**src/rtl/throttle_multi.sv**
```systemverilog
// Button-selectable clock throttle: two debounced rate buttons pick one of
// NUM_LEVELS half-periods; a frozen-able divider produces slow_clk and tick.

module pb_debounce #(
    parameter int DB_LEN = 8
) (
    input  logic CLK_50,
    input  logic reset,
    input  logic pb,
    output logic press
);
    logic [1:0]        sync;
    logic [DB_LEN-1:0] sh;
    logic              db;
    logic              db_q;

    always_ff @(posedge CLK_50 or posedge reset) begin
        if (reset) begin
            sync <= '0;
            sh   <= '0;
            db   <= 1'b0;
            db_q <= 1'b0;
        end else begin
            sync <= {sync[0], pb};
            sh   <= {sh[DB_LEN-2:0], sync[1]};
            // Mixed history keeps the previous debounced level.
            if (&sh)
                db <= 1'b1;
            else if (~|sh)
                db <= 1'b0;
            db_q <= db;
        end
    end

    assign press = db & ~db_q;
endmodule

module throttle_multi #(
    parameter int NUM_LEVELS = 6,
    parameter int BASE_HALF  = 25000000,
    parameter int CNT_W      = 26,
    parameter int DB_LEN     = 8,
    parameter int INIT_LEVEL = 0,
    localparam int LVL_W     = (NUM_LEVELS > 2) ? $clog2(NUM_LEVELS) : 1
) (
    input  logic             CLK_50,
    input  logic             reset,
    input  logic             pb_freq_up,
    input  logic             pb_freq_dn,
    input  logic             run,
    output logic             slow_clk,
    output logic             tick,
    output logic [LVL_W-1:0] freq_num
);
    localparam int NUM_BTN = 2;
    localparam logic [LVL_W-1:0] MAX_LVL = LVL_W'(NUM_LEVELS - 1);

    if (NUM_LEVELS < 2) begin : g_bad_levels
        $error("throttle_multi: NUM_LEVELS must be at least 2");
    end
    if (BASE_HALF < 1 || (BASE_HALF >> CNT_W) != 0) begin : g_bad_half
        $error("throttle_multi: BASE_HALF must be >= 1 and fit in CNT_W bits");
    end
    if (DB_LEN < 2) begin : g_bad_db
        $error("throttle_multi: DB_LEN must be at least 2");
    end
    if (INIT_LEVEL < 0 || INIT_LEVEL >= NUM_LEVELS) begin : g_bad_init
        $error("throttle_multi: INIT_LEVEL must be below NUM_LEVELS");
    end

    // Terminal counts (HALF[k]-1) packed per level, folded at elaboration.
    function automatic logic [NUM_LEVELS*CNT_W-1:0] build_term();
        logic [NUM_LEVELS*CNT_W-1:0] t;
        int h;
        t = '0;
        for (int k = 0; k < NUM_LEVELS; k++) begin
            h = BASE_HALF / (k + 1);
            if (h < 1)
                h = 1;
            t[k*CNT_W +: CNT_W] = CNT_W'(h - 1);
        end
        return t;
    endfunction

    localparam logic [NUM_LEVELS*CNT_W-1:0] TERM_TBL = build_term();

    logic [NUM_BTN-1:0] press;      // [0] up, [1] down
    logic [LVL_W-1:0]   lvl_nxt;
    logic               lvl_chg;
    logic [CNT_W-1:0]   cnt;
    logic [CNT_W-1:0]   term;
    logic               at_term;

    pb_debounce #(.DB_LEN(DB_LEN)) u_pb [NUM_BTN-1:0] (
        .CLK_50 (CLK_50),
        .reset  (reset),
        .pb     ({pb_freq_dn, pb_freq_up}),
        .press  (press)
    );

    // Simultaneous up and down cancel; saturated steps are no-ops.
    always_comb begin
        lvl_nxt = freq_num;
        if (press[0] && !press[1] && freq_num != MAX_LVL)
            lvl_nxt = freq_num + LVL_W'(1);
        else if (press[1] && !press[0] && freq_num != '0)
            lvl_nxt = freq_num - LVL_W'(1);
    end

    assign lvl_chg = (lvl_nxt != freq_num);
    assign term    = TERM_TBL[freq_num*CNT_W +: CNT_W];
    assign at_term = (cnt == term);

    always_ff @(posedge CLK_50 or posedge reset) begin
        if (reset) begin
            freq_num <= LVL_W'(INIT_LEVEL);
            cnt      <= '0;
            slow_clk <= 1'b0;
            tick     <= 1'b0;
        end else begin
            freq_num <= lvl_nxt;
            tick     <= 1'b0;
            // A level change restarts the period and outranks a terminal count.
            if (lvl_chg) begin
                cnt <= '0;
            end else if (run) begin
                if (at_term) begin
                    cnt      <= '0;
                    slow_clk <= ~slow_clk;
                    tick     <= ~slow_clk;
                end else begin
                    cnt <= cnt + 1'b1;
                end
            end
        end
    end
endmodule

```
**config.mk**
```make
export PLATFORM = sky130hd
export DESIGN_NAME = throttle_multi
export DESIGN_NICKNAME = d
export VERILOG_FILES = /design/src/rtl/throttle_multi.sv
export SDC_FILE = /design/constraint.sdc
export NUM_CORES = 1
export LEC_CHECK = 0
export ABC_AREA = 1
export ABC_CLOCK_PERIOD_IN_PS = 2400
export CAP_MARGIN = 20
export CORE_UTILIZATION = 62
export DETAILED_ROUTE_END_ITERATION = 12
export PLACE_DENSITY_LB_ADDON = 0.08
export SYNTH_ARGS = -nofsm -noshare
export SYNTH_HDL_FRONTEND = slang
export SYNTH_SLANG_ARGS = --single-unit
```
**constraint.sdc**
```tcl
create_clock -name CLK_50 -period 2.4 [get_ports CLK_50]
set_input_delay 0.48 -clock CLK_50 [delete_from_list [all_inputs] [get_ports CLK_50]]
set_output_delay 0.48 -clock CLK_50 [all_outputs]
set_load 0.01 [all_outputs]
```
# == Word level (Yosys, flattened, before mapping) ==
# Index checks and enable logic that the tools add are counted.
# Widths: inputs -> output; s select.
# word_totals
inputBits,5
regBits,55
elab_cells,53
out_inout_bits,5
# op_classes
addsub,3
n_reduce_logical,13
bitwise,6
muxes,12
n_eq_ne,5
n_shift,1
mul,1
# op_table
operator,n
$shiftx 156x9->26 const A,1
$mux 26,3
$add 26x1->26 const B,1
$eq 26x26->1,1
$reduce_and 8->1,2
$reduce_or 8->1,2
$mul 3x4->7 const B,1
$mux 1,7
$mux 3,2
$logic_and 1x1->1,4
$ne 2x1->1 const B,2
$not 1->1,4
$add 3x1->3 const B,1
$ne 3x3->1,1
$ne 3x3->1 const B,1
$reduce_and 3->1,1
$reduce_bool 3->1,1
$sub 3x1->3 const B,1
$and 1x1->1,2
$logic_not 1->1,2
$reduce_bool 2->1,1

# == Logic depth before layout (Yosys ltp) ==
# Gate-level depths: netlist of the first run.
# logic_depth
ltp_word,10
ltp_mapped,14
ltp_nobuf,13

# == Hierarchy ==
# A second synthesis of the first run with hierarchy kept.
# unflattened
hier_cells,526
hier_area_um2,3543.4
# modules_own_cells
mod,n_inst,area_per_inst_um2,seq_area_each_um2,cells_each
throttle_multi,1,2807.7,775.7,468
pb_debounce,2,367.9,300.3,29

# == Worst setup path after synthesis of the first run ==
# No wires, ideal clock.
# synth_timing
path_kind,register to register
from,reg freq_num[0]
to,reg cnt[12]
slack_ps,344
t_arrival_ps,1938
path_buffers,1
setup_ps,118
synth_period_minus_slack_ps,2056
stages_incl_launch_ff,14
required_ps,2282
path_cell_list,dfrtp_1 inv_2 ha_1 inv_1 nand2_1 nand2_1 nand2_1 a21oi_1 nand2_1 nor2_2 nand3_4 buf_6 nand3b_1 nand2_1
# synth_between
elab_chain_len,6
elab_cells_between_ends,16
classes_between,2 x add/sub; 1 x mul; 3 x eq/ne; 1 x shift; 5 x mux; 4 x reduce/logical
# synth_lines
element,line_no,rtl
from (decl),53,output logic [LVL_W-1:0] freq_num
from (signal assigned),116,freq_num <= LVL_W'(INIT_LEVEL);
from (signal assigned),121,freq_num <= lvl_nxt;
$mul 3x4->7 or $reduce_bool 3->1 (tied branches),"111, 106",
$shiftx 156x9->26 or $logic_and 1x1->1 (tied branches),"111, 106",
$eq 26x26->1 or $mux 3 (tied branches),"112, 106",
$mux 26 or $mux 3 (tied branches),"127, 104",
$mux 26 or $ne 3x3->1 (tied branches),"126, 110",
$mux 26 or $reduce_bool 2->1 (tied branches),-,
to (signal assigned),132,cnt <= cnt + 1'b1;
to (decl),90,logic [CNT_W-1:0] cnt;
# Parallel ways exist; a longest one is shown, timed or not. The select of a mux whose other input is x is not followed.
# A chain may end at the register's enable or synchronous reset.

# == Final worst setup path of the first run ==
# layout_timing
from,reg freq_num[0]
to,reg cnt[17]
# Same word-level chain as after synthesis.

==> impl_results.md, run 1 <==
* First drt pass iteration count at 7
* Pleak at approximately 2.0 nW
* Core Area at between 0.005 and 0.006 mm^2
* Endpoints failing setup at 0
* Reg2reg setup slack at 100 ps
* Total of max-cap violations at 0
* Largest family of logic cells by synthesized area: simple AND/OR/NAND/NOR gates
* Worst Setup End Kind: register
* Vias at 3,661
* Seq cells post-synth at 55
* Area delta synth->final at 9.69%
* Die Ht at 80.1 um
* Total power at between 3 and 4 mW
* Simple-gate share of the synthesized area at 46.6%
* Synth Area in Compound Gates at 2.31%
* Placer Congestion at roughly 0.98
* Gate Count Post-Synth at approximately 540
* Syn. warnings at 0
* FP Rows at 28
* Top cell type's share of synthesized area at between 30% and 40%
* Routed wire length at 10,600 um
* Syn Nets at 550
* # hold bufs at CTS at 0
* Post-route cell area at 0.00415 mm^2
* Placed instance area at 0.00398 mm^2
* Post-synthesis mux area share at 0%
* Starting Density at 63.9%
* Grt ovf at 0
* Initial antenna violation count at 0
* Largest net degree at the start of global routing at 28
* Relative slew slack at a little over two thirds
* Most frequent cell after synthesis: nand2_1
* Maximum VDD drop at just over 0.0007 V
* Status: completed
* Period minus WS final at about 2300 ps
* Average routed wire per standard cell at 16.8 um
* CP startpoint kind: register
* Synth async-reset ratio at 100%
* Layout fillers at 497
* Adder-cell share of the synthesized area at ~2.6%
* Peak Freq at 436 MHz
* HPWL Detailed at 7830 um
* EDFF count, synth at 0
* Max clock buf depth at 2
* Vias in the first global route at 3,569
* Clock sinks at 55
* Share of cells above drive strength 1 at between 10% and 20%
* Hold Crit Class: reg -> reg
* Die Span X at 80.1 um
* Post-Synth XOR/XNOR Area at 4.40%
* DRT antenna net count at 0
* GRT Util Overall at 36.1%
* RSZ-0062 raised after global routing: yes
* Ant diodes at 0
* NumNets Final at between 500 and 600
* CTS tree: yes
* First-pass GRT wire length at 17,400 um
* Max Fanout on Critical Path at 12
* Total die area at 0.00642 mm^2
* Top_reg_cell synth: dfrtp_1
* H-tree levels at 2
* Clk root buf: clkbuf_8
* Final setup margin at 104 ps
* Vias per inst at 5.82
* CTS clk-pin slew, worst paths at ~110 ps
* Synth cell count leaders: nand2_1 (201), dfrtp_1 (55), nand3_1 (49), nor2_1 (47), inv_1 (46)
* Area contributors post-synth: dfrtp_1 (36%), nand2_1 (20%), nand3_1 (6.5%)
* Skew-Pair Late Insertion Delay at approximately 320 ps
* Pin slew with the least headroom to its limit at about 450 ps
* Cts bufs inserted at 5
* Ports at 10
* Max-slew violations at 0
* Tcrit/Tclk final at a little over nine tenths
* Worst Clk Skew at 7.33 ps
* Power density over the cells at 922 mW/mm^2
* Final core occ at between 70% and 80%
* Area leader, netlist: dfrtp_1
* Unique masters post-synth at 32
* Sequential share of the synthesized area at between 30% and 40%
* Crit path DAT at roughly 2500 ps
* Initial drt markers at 349
* Setup CP Type: reg -> reg
* Port bufs at 9
* Required @ worst endpoint at 2620 ps
* Synth Area per Inst at 7.05 um^2
* Endpoints failing hold at 0
* Post-Place Setup Slack at -66.8 ps
* DRC Markers at 0
* Cell Area, Synth at 0.00378 mm^2
[power breakdown]
part / total, mW / internal [mW] / switching, mW
sequential: 1.14 / 1.01 / 0.133
clock: 0.660 / 0.322 / 0.339
combinational: 2.03 / 0.704 / 1.32
total: 3.83 / 2.03 / 1.79
[worst paths after layout]
path / startpoint / end / cells past startpoint
hold / removal: u_pb[0].sync[0] / u_pb[0].sync[1] / 0
hold reg to reg: u_pb[0].sync[0] / u_pb[0].sync[1] / 0
min in group asynchronous: reset / freq_num[0] / 2
setup / recovery: freq_num[0] / cnt[17] / 10
max in group asynchronous: reset / slow_clk / 3
setup reg to reg: freq_num[0] / cnt[17] / 10
[flip-flops by register name, summed over array words and instances (netlist names)]
register   flops
u_pb.db        2
freq_num       3
u_pb.sh       16
u_pb.sync      4
u_pb.db_q      2
cnt           26
tick           1
slow_clk       1
[critical path: stages, from the launching register on]
cell and delay (ps):
dfrtp_1 440, inv_2 130, ha_1 260, xnor2_1 330
nand2_1 90, nor2_1 100, nand2_1 100, nor2_4 250
nand3_4 270, nand3b_1 170, nand2_1 60
[routing by layer]
metal	part of all wire (%)	global-route usage (%)	vias up
met5	0	0	-
li1	-	-	1751
met3	8.0	6.14	51
met1	42	46.4	1676
met4	4.7	17.9	0
met2	45	58.7	183
[cells in the final DEF (no fill, tap or decap), types with 5 or more instances in the layout]
| cell type | Yosys | final |
|---|---|---|
| a21oi_1 | 6 | 6 |
| buf_4 | 0 | 8 |
| clkbuf_8 | 0 | 5 |
| clkdlybuf4s50_1 | 0 | 9 |
| dfrtp_1 | 55 | 54 |
| ha_1 | 8 | 7 |
| inv_1 | 46 | 45 |
| inv_2 | 6 | 7 |
| nand2_1 | 201 | 198 |
| nand2_2 | 7 | 10 |
| nand3_1 | 49 | 49 |
| nand3_2 | 16 | 16 |
| nand3b_1 | 14 | 14 |
| nand4_1 | 10 | 10 |
| nor2_1 | 47 | 47 |
| nor3_1 | 14 | 14 |
| o21ai_0 | 6 | 6 |
| xor2_1 | 17 | 17 |
[cell type report]
cell class	instances	area, um^2	share of cell area (%)
sequential	55	1380	33.2
timing repair buffer	19	190	4.58
clock inverter	3	55.1	1.33
inverter	53	204	4.91
multi-input combinational	419	2160	52.1
clock buffer	5	68.8	1.66
tap	75	93.8	2.26
[kinds of logic after synthesis]
kind of cell,Yosys count
buffers and inverters,64
DFF,55
xor gates and xnor gates,19
and+or+nand+nor,375
AOI/OAI and AO/OA,16
adders and majority gates,8
[per-stage QoR]
stage          setup TNS [ps]  instances  hold slack, ps
4_1_cts                     0        629             368
2_1_floorplan               0        537             331
5_1_grt                 -9.53        629             380
3_3_place_gp                0        620             334
3_5_place_dp             -197        620             340
6_report                    0        629             365
[repair_timing]
action | 4_1_cts | 5_1_grt
gates cloned | 1 | 0
buffers inserted | 0 | 0
gates resized for setup | 2 | 6
endpoints found under the setup margin | 13 | 24
pin swaps | 2 | 3
Note: power is estimated with default switching activity, not from simulation.
==> run 2, diff against run 1 <==
Settings changed: RECOVER_POWER set to 25.
==> run 2 against run 1 <==
Compared with the run above: global-route usage did not move; setup slack worse by 3.9 ps; sequential share of layout area is the same; sequential cell count stayed put; register-to-register slack barely moved; fmax down 0.17%; final cell count stayed put; clock power up 0.6%; first-iteration DRC count unchanged; utilization unchanged; die area did not move; via count is 0.25% lower.
==> impl_results.md, run 2 (synthesized netlist as in run 1, its figures left out) <==
* Average routed wire per standard cell at 16.8 um
* RSZ-0062 raised after global routing: yes
* Worst Setup SP: freq_num[0]
* Initial drt markers at 349
* Starting Density at 63.9%
* CTS tree: yes
* Largest Register: cnt
* Crit path top cell by count: nand2_1
* # hold bufs at CTS at 0
* CP startpoint kind: register
* Status: completed
* RR Startpoint: freq_num[0]
* CTS clk-pin slew, worst paths at 110 ps
* Total die area at 0.00642 mm^2
* Commonest non-fill, non-tap cell in the layout: nand2_1
* Power density over the cells at 923 mW/mm^2
* Post-Route Setup TNS at 0 ps
* Finished Layout Cells at 629
* Ports at 10
* Grt ovf at 0
* Die Ht at 80.1 um
* Max Fanout on Critical Path at 12
* FP Rows at 28
* Reg2reg setup slack at 100 ps
* Clock sinks at between 50 and 60
* Inst Count DP at 620
* Relative slew slack at around three fifths
* Core Area at approximately 0.0059 mm^2
* Biggest regs: cnt x26, u_pb.sh x16, u_pb.sync x4
* Cts bufs inserted at 5
* Worst path cell trace: inv_2 -> ha_1 -> xnor2_1 -> nand2_1 -> nor2_1 -> nand2_1 -> nor2_4 -> nand3_4 -> nand3b_1 -> nand2_1
* Worst reg2reg endpoint: cnt[17]
* Max-slew violations at 0
* Port bufs at 9
* Tcrit/Tclk final at 95.8%
* Skew-Pair Late Insertion Delay at 320 ps
* Worst R2R Path Depth at 10
* Area delta synth->final at 9.69%
* Period minus WS final at 2300 ps
* Pin slew with the least headroom to its limit at 614 ps
* Total of max-cap violations at 0
* H-tree levels at 2
* Vias in the first global route at 3,569
* Endpoints failing hold at 0
* Maximum VDD drop at 0.000707 V
* Worst Setup End Kind: register
* Ant diodes at 0
* Routed wire length at 10,600 um
* Placer Congestion at between 0.9 and 1
* Die Span X at 80.1 um
* Required @ worst endpoint at 2620 ps
* Clk root buf: clkbuf_8
* Share of cells above drive strength 1 at roughly an eighth
* GRT Util Overall at around 36%
* Crit path DAT at between 2000 and 3000 ps
* Max incr delay on CP at 440 ps
* Endpoints failing setup at 0
* Worst Clk Skew at 7.64 ps
* Worst Setup EP: cnt[17]
* CP max stage cell: dfrtp_1
* First-pass GRT wire length at 17,400 um
* HPWL Detailed at 7830 um
* Initial antenna violation count at 0
* Largest net degree at the start of global routing at 28
* Layout fillers at a little under 500
* DRC Markers at 0
* Hold Crit Class: reg -> reg
* Vias per inst at between 5 and 6
* DRT antenna net count at 0
* Max FFs per register at 26
* NumNets Final at 566
* Peak Freq at 435 MHz
* Setup CP Type: reg -> reg
* First drt pass iteration count at 5
* Pleak at between 2 and 2.5 nW
* Commonest non-fill, non-tap cells in the layout: nand2_1 (198), dfrtp_1 (54), nand3_1 (49), nor2_1 (47), inv_1 (46)
* Vias at around 3,700
* Max clock buf depth at 2
==> run 2: power by group <==
group	internal, mW	switching (mW)
logic	0.703	1.32
registers	1.01	0.133
clock network	0.322	0.342
==> run 2: worst min path at each step <==
stage                               start              end  slack [ps]  cells after the start
after floorplan           u_pb[0].sync[1]    u_pb[0].sh[0]         330                      0
after global placement    u_pb[0].sync[0]  u_pb[0].sync[1]         330                      0
after detailed placement  u_pb[1].sync[0]  u_pb[1].sync[1]         340                      0
after CTS                 u_pb[0].sync[0]  u_pb[0].sync[1]         370                      0
after global routing      u_pb[1].sync[1]    u_pb[1].sh[0]         380                      0
final                     u_pb[0].sync[0]  u_pb[0].sync[1]         360                      0
==> run 2: final cells by class <==
class	instances	area [um^2]	share of cell area, %
clock buffer	5	68.8	1.66
clock inverter	3	55.1	1.33
inverter	53	204	4.91
multi-input combinational	419	2160	52.1
sequential	55	1380	33.2
tap	75	93.8	2.26
timing repair buffer	19	190	4.58
==> run 2: worst max-delay path, delay by kind of cell (launching register included) <==
kind | cells | cell delay (ps)
flops | 1 | 440
xor+xnor | 1 | 330
simple gates | 7 | 1050
buf+inv | 1 | 130
fa+ha+maj | 1 | 260
==> run 2: per-stage QoR <==
step	setup WS, ps	utilization (%)	total power [mW]	hold WS, ps	cell area [um^2]
after floorplan	344	-	2.57	331	3780
after global placement	44.8	67.3	3.04	334	3980
after detailed placement	-66.8	67.3	3.05	340	3980
after CTS	41.6	69.8	3.74	368	4130
after global routing	-8.18	70.1	4.09	380	4150
final	100	70.1	3.83	365	4150
==> run 2: routing by layer <==
metal	global-route usage (%)	vias to the layer above	part of all wire (%)
met1	46.4	1670	42
met2	58.7	179	45
met4	17.9	0	4.8
li1	-	1753	-
met5	0	-	0
met3	6.14	50	8.2
==> run 2: timing repair <==
action / CTS / global route
buffers inserted: 0 / 0
endpoints found under the setup margin: 13 / 24
gates cloned: 1 / 0
gates resized for setup: 2 / 6
pin swaps: 2 / 3
==> run 3, diff against run 2 <==
Settings changed: CORE_ASPECT_RATIO set to 0.8.
==> run 3 against run 2 <==
Compared with the run above: wire length grew 4.5%; utilization rose by 1.3 points; count of clock-buffer cells in the layout unchanged.
==> impl_results.md, run 3 (synthesized netlist as in run 1, its figures left out) <==
* Metal2 WL at 4930 um
* Skew-Pair Late Insertion Delay at 330 ps
* DRC Markers at 0
* Area delta synth->final at 11.6%
* Vias in the first global route at 3,435
* Routed wire length at 11,000 um
* Largest net degree at the start of global routing at 41
* Peak Freq at 449 MHz
* Ports at 10
* Inst Count DP at 628
* Endpoints failing hold at 0
* Cts bufs inserted at 5
* Reg2reg setup slack at 170 ps
* Setup CP Type: reg -> reg
* Post-Route Setup TNS at 0 ps
* Core Area at 0.00591 mm^2
* Worst Setup End Kind: register
* Max clock buf depth at 2
* Ant diodes at 0
* Tcrit/Tclk final at roughly 93%
* Period minus WS final at 2230 ps
* Clk root buf: clkbuf_8
* Placer Congestion at between 0.9 and 1
* Die Span X at 89.4 um
* Average routed wire per standard cell at 17.1 um
* First-pass GRT wire length at 16,800 um
* Max incr delay on CP at 440 ps
* Pleak at 2.06 nW
* DRT antenna net count at 0
* Starting Density at 64.0%
* CP startpoint kind: register
* CTS tree: yes
* Initial antenna violation count at 0
* Sink of the worst hold path: u_pb[1].sh[0]
* # hold bufs at CTS at 0
* First drt pass iteration count at 7
* RR Startpoint: freq_num[0]
* Post-route cell area at 0.00422 mm^2
* Worst reg2reg endpoint: cnt[18]
* Vias at 3,823
* M1 WL at 4360 um
* GRT Util Overall at 35.3%
* Max Fanout on Critical Path at 8
* Pin slew with the least headroom to its limit at 640 ps
* Power density over the cells at 902 mW/mm^2
* Crit path top cell by count: nand2_1
* Grt ovf at 0
* Die Ht at 71.9 um
* NumNets Final at 575
* Vias per inst at around 5.9
* Finished Layout Cells at 644
* Required @ worst endpoint at 2630 ps
* CTS clk-pin slew, worst paths at 120 ps
* Initial drt markers at 420
* Commonest non-fill, non-tap cells in the layout: nand2_1 (200), dfrtp_1 (54), nand3_1 (49), nor2_1 (47), inv_1 (46)
* Largest Register: cnt
* Maximum VDD drop at slightly below 0.0004 V
* Port bufs at 9
* Final core occ at 71.4%
* Relative slew slack at around 57%
* CP max stage cell: dfrtp_1
* Status: completed
* Hold Crit Class: reg -> reg
* FP Rows at 25
* DR top layer: met5
* Crit path DAT at 2460 ps
* Clock sinks at 55
* Max-slew violations at 0
* Worst Clk Skew at around 8.2 ps
* Hold Startpoint: u_pb[1].sync[1]
* Total die area at 0.00642 mm^2
* RSZ-0062 raised after global routing: no
* Layout fillers at 476
* Commonest non-fill, non-tap cell in the layout: nand2_1
* Total of max-cap violations at 0
* Endpoints failing setup at 0
* Hold path depth at 0
* Placed instance area at 0.00401 mm^2
* H-tree levels at 2
* Max FFs per register at 26
* Worst path cell trace: inv_2 -> ha_2 -> inv_1 -> nand2_1 -> nand3_1 -> nand2_1 -> nand3_2 -> nor2_4 -> buf_4 -> nand3_4 -> nand3b_1 -> nand2_1
* Worst R2R Path Depth at 12
* Met3 routed WL at 1320 um
* Share of cells above drive strength 1 at 13.0%
* Biggest regs: cnt x26, u_pb.sh x16, u_pb.sync x4
* HPWL Detailed at 7930 um
[run 3: layout make-up]
cell class | instances | area, um^2 | area share, %
clock buffer | 5 | 68.8 | 1.63
inverter | 53 | 204 | 4.83
tap | 81 | 101 | 2.40
clock inverter | 3 | 33.8 | 0.800
timing repair buffer | 26 | 255 | 6.04
sequential | 55 | 1380 | 32.6
multi-input combinational | 421 | 2180 | 51.7
[run 3: worst max-delay path by stage]
stage | start | to | slack, ps
after CTS | freq_num[0] | cnt[24] | 50
after global routing | freq_num[0] | cnt[18] | 30
after global placement | freq_num[0] | cnt[4] | -20
after floorplan | freq_num[0] | cnt[12] | 340
after detailed placement | freq_num[0] | cnt[24] | -10
final | freq_num[0] | cnt[18] | 170
[run 3: routing by layer]
layer | up-vias | track usage, %
met5 | - | 5.79
met4 | 2 | 11.5
met3 | 53 | 7.95
met2 | 230 | 53.5
met1 | 1762 | 49.8
li1 | 1776 | -
[run 3: metrics by stage]
stage	hold WS, ps	setup slack [ps]	power, mW
2_1_floorplan	331	344	2.57
3_3_place_gp	331	-16.3	3.06
3_5_place_dp	335	-13.2	3.06
4_1_cts	361	48.1	3.65
5_1_grt	368	27.2	4.07
6_report	361	170	3.81
[run 3: repair_timing]
| action | CTS | global route |
|---|---|---|
| cloned | 0 | 3 |
| setup buffers | 0 | 5 |
| setup endpoints to repair | 11 | 24 |
| pin swaps | 2 | 3 |
| resized for setup | 2 | 5 |
[run 3: worst max-delay path: cells and delay by family, from the launching register on]
kind          cells  cell delay, ps
fa+ha+maj         1             280
flops             1             440
simple gates      8             970
buf+inv           3             430
[run 3: power breakdown]
part / switching [mW] / internal, mW
Sequential: 0.130 / 1.01
Clock: 0.363 / 0.221
Combinational: 1.36 / 0.726
Total: 1.85 / 1.95
